==> config.mk <==
export PLATFORM = sky130hd
export DESIGN_NAME = bus_arbiter_2m
export DESIGN_NICKNAME = d
export VERILOG_FILES = /design/src/rtl/bus_arbiter_2m.sv
export SDC_FILE = /design/constraint.sdc
export NUM_CORES = 1
export LEC_CHECK = 0
export ABC_AREA = 1
export CORE_AREA = 5 5 114 116
export CTS_CLUSTER_SIZE = 24
export DETAILED_ROUTE_END_ITERATION = 6
export DIE_AREA = 0 0 119 121
export REMOVE_ABC_BUFFERS = 1
export SYNTH_ARGS = -nofsm -noshare
export SYNTH_HDL_FRONTEND = slang
export SYNTH_SLANG_ARGS = --single-unit
==> constraint.sdc <==
create_clock -name clk -period 1.61 [get_ports clk]
set_clock_uncertainty 0.2 [all_clocks]
set_input_delay 0.161 -clock clk [delete_from_list [all_inputs] [get_ports clk]]
set_output_delay 0.161 -clock clk [all_outputs]
set_load 0.02 [all_outputs]
==> src/rtl/bus_arbiter_2m.sv <==
// bus_arbiter_2m
// Two-master, round-robin arbiter in front of a single-beat slave bus that
// uses a bstart/bdone handshake (e.g. instruction fetch and load/store
// sharing one boot ROM port).
//
// Optional feature macro: ARB_TIMEOUT_EN
//   When defined, a watchdog in WAIT ends a transfer that the slave never
//   completes and flags it on the granted master's berror output.
//   When undefined, WAIT waits for s_bdone forever and berror is tied 0.

module bus_arbiter_2m #(
    parameter int ADDR_W         = 32,
    parameter int TIMEOUT_CYCLES = 16
) (
    input  logic              clk,
    input  logic              rst_n,

    // master 0
    input  logic              m0_bstart,
    input  logic [ADDR_W-1:0] m0_addr,
    input  logic              m0_write,
    input  logic [31:0]       m0_wdata,
    output logic [31:0]       m0_rdata,
    output logic              m0_bdone,
    output logic              m0_berror,

    // master 1
    input  logic              m1_bstart,
    input  logic [ADDR_W-1:0] m1_addr,
    input  logic              m1_write,
    input  logic [31:0]       m1_wdata,
    output logic [31:0]       m1_rdata,
    output logic              m1_bdone,
    output logic              m1_berror,

    // slave
    output logic              s_bstart,
    output logic [ADDR_W-1:0] s_addr,
    output logic              s_write,
    output logic [31:0]       s_wdata,
    input  logic [31:0]       s_rdata,
    input  logic              s_bdone
);

    typedef enum logic [1:0] {
        IDLE  = 2'd0,
        ISSUE = 2'd1,
        WAIT  = 2'd2
    } state_t;

    state_t state;
    state_t state_next;

    // grant: master currently owning the slave (0 or 1)
    // last_grant: master served most recently; the other one wins a tie
    logic grant;
    logic grant_next;
    logic last_grant;
    logic last_grant_next;

    // transfer ends this cycle, either by the slave or by the watchdog
    logic xfer_end;
    logic timeout_hit;

`ifdef ARB_TIMEOUT_EN
    localparam int CNT_W = $clog2(TIMEOUT_CYCLES + 1);

    logic [CNT_W-1:0] wait_cnt;

    // Watchdog: cleared while issuing so it starts from 0 on entering WAIT
    always_ff @(posedge clk or negedge rst_n) begin
        if (!rst_n) begin
            wait_cnt <= '0;
        end else if (state == ISSUE) begin
            wait_cnt <= '0;
        end else if (state == WAIT) begin
            wait_cnt <= wait_cnt + 1'b1;
        end
    end

    // The count reaches TIMEOUT_CYCLES on the WAIT cycle where wait_cnt holds
    // TIMEOUT_CYCLES-1; a slave bdone in that same cycle wins over the timeout.
    assign timeout_hit = (state == WAIT) && !s_bdone &&
                         (wait_cnt == CNT_W'(TIMEOUT_CYCLES - 1));
`else
    assign timeout_hit = 1'b0;
`endif

    // State, grant and round-robin history registers
    always_ff @(posedge clk or negedge rst_n) begin
        if (!rst_n) begin
            state      <= IDLE;
            grant      <= 1'b0;
            last_grant <= 1'b1;
        end else begin
            state      <= state_next;
            grant      <= grant_next;
            last_grant <= last_grant_next;
        end
    end

    // Next-state logic: pick a winner in IDLE, one issue cycle, then wait
    always_comb begin
        state_next      = state;
        grant_next      = grant;
        last_grant_next = last_grant;
        unique case (state)
            IDLE: begin
                if (m0_bstart || m1_bstart) begin
                    if (m0_bstart && m1_bstart) begin
                        grant_next = ~last_grant;
                    end else begin
                        grant_next = m1_bstart;
                    end
                    state_next = ISSUE;
                end
            end
            ISSUE: begin
                state_next = WAIT;
            end
            WAIT: begin
                if (s_bdone || timeout_hit) begin
                    last_grant_next = grant;
                    state_next      = IDLE;
                end
            end
            default: begin
                state_next = IDLE;
            end
        endcase
    end

    assign xfer_end = (state == WAIT) && (s_bdone || timeout_hit);

    // Slave-side outputs: the granted master's request is routed while the
    // transfer is in flight, and the bus is parked at 0 in IDLE
    always_comb begin
        s_bstart = 1'b0;
        s_addr   = '0;
        s_write  = 1'b0;
        s_wdata  = '0;
        if (state == ISSUE) begin
            s_bstart = 1'b1;
        end
        if (state != IDLE) begin
            if (grant) begin
                s_addr  = m1_addr;
                s_write = m1_write;
                s_wdata = m1_wdata;
            end else begin
                s_addr  = m0_addr;
                s_write = m0_write;
                s_wdata = m0_wdata;
            end
        end
    end

    // Master-side outputs: completion goes only to the granted master
    always_comb begin
        m0_rdata  = s_rdata;
        m1_rdata  = s_rdata;
        m0_bdone  = xfer_end && !grant;
        m1_bdone  = xfer_end && grant;
        m0_berror = timeout_hit && !grant;
        m1_berror = timeout_hit && grant;
    end

endmodule

==> results of run 1 <==
-- cell usage in the layout, fill, tap and decap left out --
cell,n
buf_12,9
o21bai_1,1
clkbuf_1,1
clkbuf_16,7
nor2_4,1
dfrtp_1,2
nand2_2,22
dfrtp_2,1
buf_6,46
a21oi_1,8
a21oi_2,53
a21oi_4,4
buf_8,1
nand2_4,11
clkinv_4,1
buf_2,1
dlygate4sd3_1,1
nand4_1,1
nand2_1,105
conb_1,2
clkdlybuf4s50_1,134
nor2_1,2
buf_16,5
nand3_1,2
buf_4,45
inv_1,5
dfstp_2,1
-- power by group through the flow --
stage | sequential (mW) | clock [mW] | combinational [mW]
global route | 0.222 | 0.418 | 8.33
finish | 0.217 | 0.402 | 7.89
detailed placement | 0.210 | 0 | 6.02
global placement | 0.210 | 0 | 5.99
CTS | 0.225 | 0.408 | 7.19
floorplan | 0.338 | 0 | 2.59
-- routing by layer --
layer | global-route usage (%) | up-vias
li1 | - | 1230
met4 | 1.665 | 2
met5 | 5.515 | -
met1 | 15.70 | 1240
met3 | 15.57 | 10
met2 | 25.68 | 231
-- cell families (layout without fill, tap and decap cells) --
kind of cell,Yosys count,count (layout),share of synthesized area [%]
AOI/OAI and AO/OA,66,66,25.85
buffers and inverters,94,256,37.84
DFF,4,4,5.425
other,1,2,0.2007
and+or+nand+nor,144,144,30.68
-- per-stage QoR --
step / total power, mW / TNS [ps]
finish: 8.508 / -4979
detailed placement: 6.230 / -21710
CTS: 7.827 / -7722
floorplan: 2.928 / -94660
global placement: 6.196 / -20970
global route: 8.974 / -8215
-- critical path, stage by stage, from the launching register on --
cell      delay, ps
dfrtp_2         440
clkinv_4        110
buf_12          120
buf_16          130
nand2_4          50
a21oi_4         160
buf_6           130
-- final cells by class --
cell class | count | area, µm²
Clock buffer | 4 | 78.83
Fill cell | 1227 | 7498
Inverter | 6 | 27.53
Multi-Input combinational cell | 212 | 1275
Sequential cell | 4 | 102.6
Tap cell | 147 | 183.9
Timing Repair Buffer | 246 | 2645
-- registers in the layout (all words and copies together) (netlist names) --
register    count
grant           1
last_grant      1
state           2
-- cell usage after synthesis --
master	instances	share of area (%)
buf_8	1	0.80
o21bai_1	1	0.40
dfstp_2	1	1.4
buf_6	10	6.0
a21oi_2	40	19
a21oi_1	25	6.7
conb_1	1	0.20
buf_2	7	1.9
nand2_1	128	26
nor2_1	2	0.40
nand3_1	2	0.54
dfrtp_1	3	4.0
inv_1	5	1.0
nand4_1	1	0.34
nor2_2	1	0.34
nand2_2	10	3.3
buf_1	1	0.20
inv_2	1	0.20
buf_4	69	28
-- how the worst max path moves through the flow --
| stage | from | end | slack (ps) | cells after the start |
|---|---|---|---|---|
| after global placement | grant | s_wdata[7] | -440 | 4 |
| after CTS | grant | s_wdata[21] | -180 | 6 |
| final | grant | s_addr[17] | -130 | 6 |
| after detailed placement | grant | s_wdata[1] | -430 | 4 |
| after global routing | grant | s_addr[6] | -180 | 6 |
| after floorplan | state[1] | s_addr[0] | -1540 | 2 |
-- repair_timing --
item | CTS | global route
resized for setup | 399 | 42
buffers inserted | 8 | 6
pin swaps | 15 | 12
gates cloned | 6 | 5
setup endpoints to repair | 68 | 67
hold buffers | 1 | 0
endpoints found under the hold margin | 3 | 0
==> summary.txt, run 1 <==
Setup path
  • Worst reg2reg path depth: 7
  • Crit end category: output port
  • Startpoint type of the worst setup path: register
  • Crit path DAT: 1380 ps
  • Crit path max fanout: 8
  • R2R Setup Slk: 110 ps
  • Crit Reg-Reg Endpoint: grant
  • CP Data Required Time: 1250 ps
  • Worst R2R Start: state[0]
  • Setup Crit Path Kind: register to output port

STA
  • Max Freq: 573.2 MHz
  • Final Max Slew Viols: 0
  • Worst setup margin: -134.7 ps
  • Final Hold Viols: 0
  • Min Tclk post-route: 1745 ps
  • RSZ-0062 raised after global routing: yes
  • Period utilization: 108.4%
  • Setup violations, final: 67
  • Fin Hold WS: 122.0 ps

Floorplanning
  • Starting Density: 15.82%
  • Die X: 119 µm
  • Core area: 11,810 µm²
  • # rows: 40
  • Die area: 14,400 µm²
  • Die Y: 121 µm
  • Boundary pin count: 301

Route
  • Initial drt markers: 92
  • M1 wire length: 4702 µm
  • Drt pass-1 iters: 4
  • DRC: 0
  • Vias: 2,713
  • Metal3 WL: 2520 µm
  • Via density per instance: 4.383
  • Met2 wire length: 5984 µm
  • Antenna-violating nets left: 0
  • WL per Instance: 21.60 µm
  • Final WL: 13,370 µm
  • Max layer used: met5

Hold path
  • Worst Hold Launch: s_rdata[0]
  • Hold EP: m0_rdata[0]
  • Min-delay worst type: input pin to output port
  • Worst Hold Depth: 0

Power and ir drop
  • Logic gate share of total power: 92.7%
  • Switching pwr: 4.178 mW
  • Internal power: 4.330 mW
  • Seq pwr share: 2.6%
  • Leak: 1.856 nW
  • Worst IR Drop VDD: 621.7 µV
  • Sw Ratio: 49.11%
  • Clock power share: 4.7%
  • Power per cell area: 1973 nW/µm²

Placed design
  • Worst slack, placed: -425.9 ps
  • DP Cell Count: 591
  • Dpl cell area: 3617 µm²
  • DP Wirelength: 9925 µm
  • Final RePlAce weighted congestion: 0.8262
  • Input/output buffers: 202

Global route
  • First-pass GRT wire length: 17,710 µm
  • Vias in the first global route: 2,867
  • Largest net degree at the start of global routing: 33
  • GRT overflow: 0
  • GRT Total Usage: 16.27%
  • Initial antenna violation count: 0

Finish
  • Layout cells sized above 1: 44.07%
  • Final Cell Area: 4313 µm²
  • Syn-to-layout area delta: 130.9%
  • Layout Cells excl Fill: 619
  • Antenna cells: 0
  • Final net count: 640
  • Final Util: 36.51%

Job
  • Max cap viols: 0

Synth
  • Seq/Total Area, Yosys: 5.425%
  • Synth Warn #: 0
  • Syn_area_per_cell: 6.045 µm²
  • Mapped Area: 1868 µm²
  • #FFs+latches synth: 4
  • Mapped Cells: 309
  • Synth unique cells: 19

Clocking
  • CTS tree: yes
  • Root Buffer: clkbuf_16
  • Clk slew on worst S/H paths: 30 ps
  • Clock sinks: 4
  • H-Tree Depth: 1
  • Num CTS Buffers: 3
  • Clk_lat worst skew: 230 ps
  • CTS Buffer Depth: 2

Outcome
  • Failing checks: setup timing
  • Outcome: finished with violations
Power figures use the tool's default switching activity.
==> run 2: changes to the inputs <==
CORE_AREA = 5 5 113 115   (was 5 5 114 116)
DIE_AREA = 0 0 118 120   (was 0 0 119 121)
clock period = 1.43 ns   (was 1.61 ns; I/O delays follow)
==> summary.txt, run 2 (same netlist as run 1, synthesis figures left out) <==
Route
  • Final WL: 13,760 µm (was 13,370 µm)
  • DRC: 0 (unchanged)
  • Antenna-violating nets left: 0 (unchanged)
  • Via density per instance: 4.313 (was 4.383)
  • Initial drt markers: 44 (was 92)
  • Drt pass-1 iters: 4 (unchanged)
  • WL per Instance: 21.63 µm (was 21.60 µm)
  • Vias: 2,743 (was 2,713)

Setup path
  • Crit path DAT: 1480 ps (was 1380 ps)
  • Crit path max fanout: 7 (was 8)
  • Setup Crit Path Kind: register to output port (unchanged)
  • Startpoint type of the worst setup path: register (unchanged)
  • CP Data Required Time: 1090 ps (was 1250 ps)
  • Crit end category: output port (unchanged)

Finish
  • Most frequent cells in the layout: 134 x clkdlybuf4s50_1, 67 x nand2_1, 65 x buf_6, 55 x a21oi_2, 39 x buf_4 (was 134 x clkdlybuf4s50_1, 105 x nand2_1, 53 x a21oi_2, 46 x buf_6, 45 x buf_4)
  • Number of flip-flops under the largest register name: 2 (unchanged)
  • Antenna cells: 0 (unchanged)
  • Layout cells sized above 1: 55.83% (was 44.07%)
  • Largest regs: state: 2 flops, grant: 1 flops, last_grant: 1 flops (unchanged)
  • Final Util: 41.52% (was 36.51%)
  • Most common cell after layout, fill and taps aside: clkdlybuf4s50_1 (unchanged)
  • Final Cell Area: 4862 µm² (was 4313 µm²)
  • Syn-to-layout area delta: 160.3% (was 130.9%)
  • Final net count: 657 (was 640)
  • Biggest register: state (unchanged)

STA
  • Max Freq: 547.8 MHz
  • Final Max Slew Viols: 0 (unchanged)
  • Period utilization: 127.7%
  • RSZ-0062 raised after global routing: yes (unchanged)
  • Final Hold Viols: 0 (unchanged)
  • Setup violations, final: 68 (was 67)
  • Min Tclk post-route: 1826 ps
  • Fin Hold WS: 86.18 ps (was 122.0 ps)
  • Worst setup margin: -395.6 ps (was -134.7 ps)

Floorplanning
  • Die X: 118 µm (was 119 µm)
  • # rows: 40 (unchanged)
  • Starting Density: 15.95% (was 15.82%)
  • Die area: 14,160 µm² (was 14,400 µm²)
  • Core area: 11,710 µm² (was 11,810 µm²)
  • Boundary pin count: 301 (unchanged)
  • Die Y: 120 µm (was 121 µm)

Clocking
  • Num CTS Buffers: 3 (unchanged)
  • Root Buffer: clkbuf_16 (unchanged)
  • H-Tree Depth: 1 (unchanged)
  • Clk slew on worst S/H paths: 30 ps (about the same)
  • CTS Buffer Depth: 2 (unchanged)
  • CTS tree: yes (unchanged)
  • Clock sinks: 4 (unchanged)
  • Clk_lat worst skew: 220 ps (was 230 ps)

Power and ir drop
  • Worst IR Drop VDD: 1034 µV (was 621.7 µV)
  • Power per cell area: 2248 nW/µm² (was 1973 nW/µm²)
  • Leak: 2.095 nW (was 1.856 nW)
  • Tot Pwr: 10.93 mW (was 8.508 mW)

Placed design
  • Input/output buffers: 202 (unchanged)
  • Worst slack, placed: -570.8 ps (was -425.9 ps)
  • Final RePlAce weighted congestion: 0.8439 (was 0.8262)
  • Dpl cell area: 3537 µm² (was 3617 µm²)
  • DP Wirelength: 9296 µm (was 9925 µm)

Global route
  • Initial antenna violation count: 0 (unchanged)
  • Largest net degree at the start of global routing: 35 (was 33)
  • GRT overflow: 0 (unchanged)
  • GRT Total Usage: 16.79% (was 16.27%)
  • Vias in the first global route: 2,881 (was 2,867)
  • First-pass GRT wire length: 18,200 µm (was 17,710 µm)

Outcome
  • Failing checks: setup timing (unchanged)
  • Outcome: finished with violations (unchanged)

Job
  • Max cap viols: 0 (unchanged)

Hold path
  • Min-delay worst type: input pin to output port (unchanged)
-- run 2: cell count changes in the layout (fill, tap and decap cells not counted), moves of 8 or more --
cell     change
nand2_1     -38
nand2_4     +22
nand2_2     +16
buf_6       +19
a21oi_1      -8
-- run 2: area by class of cell --
class | instances | area, µm²
tap | 147 | 183.9
fill | 1191 | 6849
sequential | 4 | 102.6
inverter | 6 | 27.53
multi-input combinational | 212 | 1570
timing repair buffer | 263 | 2899
clock buffer | 4 | 78.83
-- run 2: final timing paths --
kind | from | endpoint | slack (ps) | depth (start not counted)
max | grant | s_addr[9] | -400 | 7
min | s_rdata[9] | m1_rdata[9] | 90 | 0
max reg2reg | grant | last_grant | -100 | 7
min reg2reg | last_grant | last_grant | 260 | 2
max in group asynchronous | rst_n | last_grant | 290 | 2
min in group asynchronous | rst_n | state[0] | 480 | 2
-- run 2: worst max-delay path, stage by stage, from the launching register on --
cell and delay [ps]:
dfrtp_2 440, buf_12 140, buf_12 110, buf_16 130, buf_12 110, nand2_2 50
a21oi_2 140, buf_6 130
-- run 2: metrics by stage --
| step | TNS (ps) | instances |
|---|---|---|
| after CTS | -20950 | 613 |
| after detailed placement | -30600 | 582 |
| after global placement | -30320 | 582 |
| final | -19870 | 636 |
| after floorplan | -106050 | 222 |
| after global routing | -23370 | 636 |
-- run 2: where the power goes --
group,internal (mW),total [mW],switching (mW)
Combinational,5.11,10.2,5.12
Sequential,0.180,0.249,0.0695
Clock,0.368,0.448,0.0801
Total,5.66,10.9,5.27
-- run 2: repair_timing --
item	CTS	global route
pin swaps	22	31
gates resized for setup	415	131
hold endpoints to repair	3	0
buffers inserted	17	23
hold buffers	1	0
gates cloned	9	5
setup endpoints to repair	68	70
-- run 2: routing by layer --
layer / vias to the layer above / wire [µm] / track usage, %
met5: - / 75 / 5.147
met4: 2 / 80 / 1.434
met3: 16 / 2335 / 14.61
met2: 210 / 6107 / 24.54
met1: 1250 / 5160 / 18.86
li1: 1265 / - / -
==> run 3: changes to the inputs <==
RECOVER_POWER = 100   (was default)
==> summary.txt, run 3 (same netlist as run 1, synthesis figures left out) <==
Hold path
  • Min-delay worst type: input pin to output port (unchanged)

Finish
  • Reg area: 102.6 µm² (unchanged)
  • Layout cells sized above 1: 55.62% (was 55.83%)
  • Multi-input logic area: 1563 µm² (was 1570 µm²)
  • Antenna cells: 0 (unchanged)
  • Biggest register: state (unchanged)
  • Syn-to-layout area delta: 159.9% (was 160.3%)
  • Number of flip-flops under the largest register name: 2 (unchanged)
  • Final Cell Area: 4855 µm² (was 4862 µm²)
  • Most frequent cells in the layout: 133 x clkdlybuf4s50_1, 67 x nand2_1, 65 x buf_6, 55 x a21oi_2, 39 x buf_4 (was 134 x clkdlybuf4s50_1, 67 x nand2_1, 65 x buf_6, 55 x a21oi_2, 39 x buf_4)
  • Largest regs: state: 2 flops, grant: 1 flops, last_grant: 1 flops (unchanged)
  • Final net count: 657 (unchanged)
  • Filler instances: 1,192 (was 1,191)
  • Most common cell after layout, fill and taps aside: clkdlybuf4s50_1 (unchanged)

Global route
  • GRT overflow: 0 (unchanged)
  • Largest net degree at the start of global routing: 35 (unchanged)
  • Vias in the first global route: 2,881 (unchanged)
  • First-pass GRT wire length: 18,200 µm (unchanged)
  • Initial antenna violation count: 0 (unchanged)
  • GRT Total Usage: 16.79% (unchanged)

Power and ir drop
  • Sw Ratio: 48.16% (was 48.18%)
  • Worst IR Drop VDD: 1028 µV (was 1034 µV)
  • Internal power: 5.654 mW (was 5.662 mW)
  • Seq pwr share: 2.3% (about the same)
  • Power per cell area: 2247 nW/µm² (was 2248 nW/µm²)
  • Logic gate share of total power: 93.6% (about the same)
  • Clock power share: 4.1% (about the same)
  • Leak: 2.095 nW (about the same)
  • Switching pwr: 5.252 mW (was 5.266 mW)

STA
  • Min Tclk post-route: 1826 ps (about the same)
  • Max Freq: 547.8 MHz (about the same)
  • Total negative slack: -19,860 ps (was -19,870 ps)
  • Worst setup margin: -395.6 ps (about the same)
  • Final Hold Viols: 0 (unchanged)
  • Final Max Slew Viols: 0 (unchanged)
  • Setup violations, final: 69 (was 68)
  • Fin Hold WS: 86.18 ps (unchanged)
  • RSZ-0062 raised after global routing: yes (unchanged)
  • Period utilization: 127.7% (about the same)

Setup path
  • Crit path DAT: 1480 ps (about the same)
  • CP Data Required Time: 1090 ps (about the same)
  • Setup Crit Path Kind: register to output port (unchanged)
  • Crit path max fanout: 7 (unchanged)
  • Crit end category: output port (unchanged)
  • Startpoint type of the worst setup path: register (unchanged)

Route
  • Antenna-violating nets left: 0 (unchanged)
  • Initial drt markers: 26 (was 44)
  • Vias: 2,745 (was 2,743)
  • Via density per instance: 4.316 (was 4.313)
  • WL per Instance: 21.64 µm (was 21.63 µm)
  • DRC: 0 (unchanged)
  • Drt pass-1 iters: 4 (unchanged)
  • Final WL: 13,770 µm (was 13,760 µm)

Placed design
  • Worst slack, placed: -570.8 ps (unchanged)
  • Input/output buffers: 202 (unchanged)
  • Final RePlAce weighted congestion: 0.8439 (unchanged)
  • Dpl cell area: 3537 µm² (unchanged)
  • DP Wirelength: 9296 µm (unchanged)

Clocking
  • H-Tree Depth: 1 (unchanged)
  • Num CTS Buffers: 3 (unchanged)
  • Root Buffer: clkbuf_16 (unchanged)
  • CTS Buffer Depth: 2 (unchanged)
  • CTS tree: yes (unchanged)
  • Clk_lat worst skew: 220 ps (about the same)
  • Clk slew on worst S/H paths: 30 ps (about the same)
  • Clock sinks: 4 (unchanged)

Outcome
  • Outcome: finished with violations (unchanged)
  • Failing checks: setup timing (unchanged)

Floorplanning
  • Die area: 14,160 µm² (unchanged)
  • Core area: 11,710 µm² (unchanged)
  • Starting Density: 15.95% (unchanged)
  • Die X: 118 µm (unchanged)
  • Boundary pin count: 301 (unchanged)
  • # rows: 40 (unchanged)
  • Die Y: 120 µm (unchanged)

Job
  • Max cap viols: 0 (unchanged)
run 3: changes by cell type in the layout (fill, tap and decap cells not counted), sizes merged:
cell / delta
dlygate4sd3: +1
clkdlybuf4s50: -1
run 3: worst max-delay path, cell delays in order (launching register included):
cell	delay, ps
dfrtp_2	440
buf_12	140
buf_12	110
buf_16	130
buf_12	110
nand2_2	50
a21oi_2	140
buf_6	130
run 3: metal layers:
layer  share of wire (%)  GRT usage [%]  routed length [µm]
met5                0.54          5.147                  75
met4                0.58          1.434                  80
met3                  17          14.61                2335
met2                  44          24.54                6107
met1                  38          18.86                5167
run 3: repair_timing:
| item | in CTS | in global routing |
|---|---|---|
| pin swaps | 22 | 31 |
| resized for setup | 415 | 131 |
| setup endpoints to repair | 68 | 70 |
| cloned | 9 | 5 |
| endpoints found under the hold margin | 3 | 0 |
| setup buffers | 17 | 23 |
| hold buffers | 1 | 0 |
run 3: final timing paths:
check,from,to,slack [ps],depth (start not counted)
max reg2reg,grant,last_grant,-100,7
min,s_rdata[9],m1_rdata[9],90,0
max in group asynchronous,rst_n,last_grant,230,2
min in group asynchronous,rst_n,state[0],550,2
max,grant,s_addr[9],-400,7
min reg2reg,last_grant,last_grant,260,2
run 3: power by group through the flow:
stage	logic (mW)	registers [mW]	clock network, mW
floorplan	2.78	0.378	0
global placement	6.44	0.232	0
detailed placement	6.46	0.231	0
CTS	8.37	0.252	0.456
global route	10.8	0.260	0.465
finish	10.2	0.249	0.449
run 3: per-stage QoR:
step	util, %	power [mW]	instances
6_report	41.45	10.91	636
2_1_floorplan	-	3.158	222
3_5_place_dp	30.20	6.695	582
4_1_cts	35.74	9.078	613
3_3_place_gp	30.20	6.667	582
5_1_grt	41.45	11.54	636
run 3: final cells by class:
cell class	instances	area share (%)
multi-input combinational	212	32.19
inverter	6	0.5670
tap	147	3.789
timing repair buffer	263	59.72
sequential	4	2.113
clock buffer	4	1.624
